--- config.mk ---
export PLATFORM = sky130hd
export DESIGN_NAME = matrix_result_serializer
export DESIGN_NICKNAME = d
export VERILOG_FILES = /design/src/rtl/matrix_result_serializer.sv
export SDC_FILE = /design/constraint.sdc
export NUM_CORES = 1
export LEC_CHECK = 0
export BUFFER_PORTS_ARGS = -buffer_cell sky130_fd_sc_hd__buf_2
export CAP_MARGIN = 20
export CORE_MARGIN = 5
export CORE_UTILIZATION = 47
export DETAILED_ROUTE_END_ITERATION = 10
export GPL_ROUTABILITY_DRIVEN = 0
export PLACE_DENSITY_LB_ADDON = 0.25
export SLEW_MARGIN = 10
export SYNTH_ARGS = -nofsm -noshare
export SYNTH_HDL_FRONTEND = slang
export SYNTH_SLANG_ARGS = --single-unit
--- constraint.sdc ---
create_clock -name clk -period 2.48 [get_ports clk]
set_input_delay 0.496 -clock clk [delete_from_list [all_inputs] [get_ports clk]]
set_output_delay 0.496 -clock clk [all_outputs]
set_load 0.05 [all_outputs]
--- src/rtl/matrix_result_serializer.sv ---
// Streams nine snapshotted matrix results out as zero-padded LSB-first bytes.
// Optional trailing XOR checksum byte: define RESULT_SER_CHECKSUM_EN.
module matrix_result_serializer #(
  parameter int NUM_ELEM = 9,
  parameter int RES_W    = 18
) (
  input  logic                      clk,
  input  logic                      rst_n,
  input  logic                      start,
  input  logic [NUM_ELEM*RES_W-1:0] c_flat,
  output logic [7:0]                out_data,
  output logic                      out_valid,
  input  logic                      out_ready,
  output logic                      busy,
  output logic                      done
);

  localparam int BPE = (RES_W + 7) / 8;
  localparam int EW  = (NUM_ELEM > 1) ? $clog2(NUM_ELEM) : 1;
  localparam int BW  = (BPE > 1) ? $clog2(BPE) : 1;

`ifdef RESULT_SER_CHECKSUM_EN
  typedef enum logic [1:0] {
    S_IDLE, S_SEND, S_CSUM, S_FIN
  } state_t;
`else
  typedef enum logic [1:0] {
    S_IDLE, S_SEND, S_FIN
  } state_t;
`endif

  state_t             r_state;
  state_t             w_next;
  logic [RES_W-1:0]   r_snap [NUM_ELEM];
  logic [EW-1:0]      r_elem_idx;
  logic [BW-1:0]      r_byte_idx;
  logic [BPE*8-1:0]   w_pad;
  logic [7:0]         w_bytes [BPE];
  logic [7:0]         w_data;
  logic               w_xfer;
  logic               w_last;
  logic               w_elem_end;
`ifdef RESULT_SER_CHECKSUM_EN
  logic [7:0]         r_csum;
`endif

  assign w_xfer     = out_valid && out_ready;
  assign w_elem_end = (r_byte_idx == BW'(BPE - 1));
  assign w_last     = w_elem_end &&
                      (r_elem_idx == EW'(NUM_ELEM - 1));

  always_ff @(posedge clk or negedge rst_n) begin
    if (!rst_n) r_state <= S_IDLE;
    else        r_state <= w_next;
  end

  always_comb begin
    w_next = r_state;
    unique case (r_state)
      S_IDLE: if (start) w_next = S_SEND;
      S_SEND: begin
        if (w_xfer && w_last) begin
`ifdef RESULT_SER_CHECKSUM_EN
          w_next = S_CSUM;
`else
          w_next = S_FIN;
`endif
        end
      end
`ifdef RESULT_SER_CHECKSUM_EN
      S_CSUM: if (w_xfer) w_next = S_FIN;
`endif
      S_FIN:  w_next = S_IDLE;
      default: w_next = S_IDLE;
    endcase
  end

  always_ff @(posedge clk or negedge rst_n) begin
    if (!rst_n) begin
      for (int i = 0; i < NUM_ELEM; i++) r_snap[i] <= '0;
      r_elem_idx <= '0;
      r_byte_idx <= '0;
`ifdef RESULT_SER_CHECKSUM_EN
      r_csum     <= '0;
`endif
    end else if (r_state == S_IDLE && start) begin
      for (int i = 0; i < NUM_ELEM; i++)
        r_snap[i] <= c_flat[i*RES_W +: RES_W];
      r_elem_idx <= '0;
      r_byte_idx <= '0;
`ifdef RESULT_SER_CHECKSUM_EN
      r_csum     <= '0;
`endif
    end else if (r_state == S_SEND && w_xfer) begin
`ifdef RESULT_SER_CHECKSUM_EN
      r_csum <= r_csum ^ w_data;
`endif
      // Indices freeze on the final byte so they never leave range.
      if (!w_last) begin
        if (w_elem_end) begin
          r_byte_idx <= '0;
          r_elem_idx <= r_elem_idx + EW'(1);
        end else begin
          r_byte_idx <= r_byte_idx + BW'(1);
        end
      end
    end
  end

  always_comb begin
    w_pad = '0;
    w_pad[RES_W-1:0] = r_snap[r_elem_idx];
    for (int b = 0; b < BPE; b++)
      w_bytes[b] = w_pad[b*8 +: 8];
  end

  always_comb begin
    w_data = '0;
    unique case (r_state)
      S_SEND: w_data = w_bytes[r_byte_idx];
`ifdef RESULT_SER_CHECKSUM_EN
      S_CSUM: w_data = r_csum;
`endif
      default: w_data = '0;
    endcase
  end

  assign out_data = w_data;
`ifdef RESULT_SER_CHECKSUM_EN
  assign out_valid = (r_state == S_SEND) || (r_state == S_CSUM);
`else
  assign out_valid = (r_state == S_SEND);
`endif
  assign busy = out_valid;
  assign done = (r_state == S_FIN);

endmodule

==> flow_summary.ini <==
[timing]
relSlewSlack = 0.633
rsz0062_at_grt = true
tightest_slew_ns = 0.550
finalCritPeriodShare = 1.12
fin_crit_ns = 2.79
setup_violations = 8
fin_ws_ns = -0.306
finalHoldViolCount = 0
finalClockSkew_ns = 0.00631
fmax_mhz = 359
slew_violations = 0

[worst_setup_path]
end_kind = output pin
crit_fanout = 10
crit_type = reg2out
critPathRequiredTime_ns = 1.98
worst_setup_path_start_kind = flip-flop
r2r_cells = 8
r2r_start = r_elem_idx[0]
cp.arrival_ns = 2.29
reg2reg_to = r_elem_idx[3]
r2r_slack_ns = 0.54

[synthesis]
yosysMostFrequentCell = mux2_2
synth_cell_types = 41
synth_seq_cells = 170
synth-main-ff-cell = dfrtp_1
synth.cell_area_um2 = 7920
synthTopCellsByCount = 174 x mux2_2, 170 x dfrtp_1, 51 x mux2i_1
synth_edf_count = 0
synth_area_leader_cell = dfrtp_1
synth.area.top_cells = dfrtp_1 54%, mux2_2 25%, mux2i_1 6.4%
syn_area_per_cell_um2 = 14.4
yosysWarnings = 0
async_flop_share = 1.00
synth_seq_area_share = 0.537
syn_inst = 550
syn-num-nets = 718
synth_top_area_frac = 0.537

[flow_run]
maxCapViolCount = 0

[routing]
postRouteAntennaNets = 0
drt_iter0_drc = 361
routed_via_density = 5.43
postRouteWirelength_um = 19900
drc = 0
num_vias = 5265
wl_per_cell_um = 20.5
first_pass_iters = 4

[clocking]
cts_made_buffers = 17
insertion_delay_ns = 0.42
cts.path.max_buffers = 2
clkSinkCount = 170
cts_tree = built
htreeDepth = 4
cts_root_buf = clkbuf_16
clkTransAtPathRegs_ns = 0.06

[floorplan]
rows = 47
io_pins = 177
initial_core_util = 0.478
core_um2 = 16600
die_h_um = 140
die_width_um = 140
die_area_um2 = 19600

[cells_and_area]
nets = 905
drive_above_1_share = 0.604
final_cells = 970
diodes = 0
synthToLayoutAreaGrowth_pct = 25.6

[global_routing]
grt_pass1_vias = 5745
grt_max_degree = 86
antenna_found_initial = 0
overflow = 0
grt_pass1_wl_um = 31000
gr-usage-all-layers = 0.204

[pwr]
p_per_area_nw_per_um2 = 1220
p_leak_nw = 4.27
vdd_drop_max_v = 0.000906

[placed_design]
hpwl_um = 14600
pre_cts_ws_ns = -0.0442
portBuffers = 176
placedCellCount = 929

[run_status]
status = complete, but fails checks
violations = negative setup slack

[hold_path]
hp-class = in2async
## area by class of cell
type | instances | area [um^2]
clock buffers | 20 | 467
inverters | 4 | 15.0
clock inverters | 12 | 88.8
flip-flops and latches | 170 | 4260
fillers | 1397 | 6630
repair buffers | 203 | 1310
well taps | 220 | 275
multi-input cells | 341 | 3540
## sequential cells by signal, indices dropped and copies added (netlist names)
signal and flops:
r_byte_idx 2, r_elem_idx 4, r_state 2, r_snap 162
## worst max-delay path: stages (launching register included)
cell and delay, ns:
dfrtp_2 0.46, buf_4 0.16, clkbuf_16 0.16, mux4_2 0.54
mux2i_1 0.15, o221ai_1 0.19, buf_12 0.20
## cell families (layout without fill, tap and decap cells)
group / count (synthesis) / count (layout) / share of synthesized area
multiplexers: 237 / 237 / 0.346
AND/OR/NAND/NOR: 46 / 46 / 0.0313
buffers and inverters: 39 / 239 / 0.0324
AO/OA/AOI/OAI: 53 / 53 / 0.0472
adder cells (fa/ha/maj): 2 / 2 / 0.00316
flip-flops: 170 / 170 / 0.537
XOR/XNOR: 3 / 3 / 0.00332
## what timing repair did
| item | CTS | global route |
|---|---|---|
| gates resized for setup | 22 | 18 |
| setup buffers | 4 | 3 |
| hold buffers | 0 | 0 |
| pin swaps | 1 | 6 |
| setup endpoints to repair | 8 | 8 |
| cloned | 0 | 2 |
| hold endpoints to repair | 0 | 0 |
## how the worst max path moves through the flow
stage                       end          start  depth (start not counted)  slack [ns]
floorplan           out_data[2]     r_state[1]                          4       -0.11
global placement    out_data[1]  r_elem_idx[2]                          7      -0.007
detailed placement  out_data[1]  r_elem_idx[2]                          7       -0.04
CTS                 out_data[6]  r_elem_idx[0]                          7       -0.31
global route        out_data[7]  r_elem_idx[0]                          8       -0.38
finish              out_data[6]  r_elem_idx[0]                          6       -0.31
## power by group
part	leakage (nW)	switching, mW	internal, mW
registers	2.00	0.655	3.84
clock network	0.265	1.12	1.37
logic	2.00	2.46	2.66
## layout by cell type (no fill, tap or decap), types with 6 or more instances in the layout
cell / n
buf_2: 167
dfrtp_1: 167
clkbuf_16: 19
mux4_2: 12
mux2_2: 174
buf_12: 12
a22oi_2: 9
nand3_1: 8
mux2i_1: 50
nor2_1: 8
o22ai_1: 6
buf_4: 17
o21bai_1: 6
a21oi_1: 9
## metal layers
metal / global-route usage / share of wire
met1: 0.258 / 0.41
met2: 0.350 / 0.52
met3: 0.0501 / 0.047
met4: 0.0556 / 0.017
met5: 0 / 0
## through the flow
step                      hold WS (ns)  TNS [ns]  cell area (um^2)  utilization  total power, mW
final                           0.0257     -2.18              9960        0.600             12.1
after global routing            0.0600     -2.77              9960        0.600             12.7
after CTS                       0.0447     -2.12              9820        0.592             11.9
after detailed placement         0.492   -0.0442              9150        0.552             9.20
after global placement           0.487  -0.00850              9150        0.552             9.04
after floorplan                  0.200    -0.723              7930            -             7.60
(Power assumes the default switching activity.)
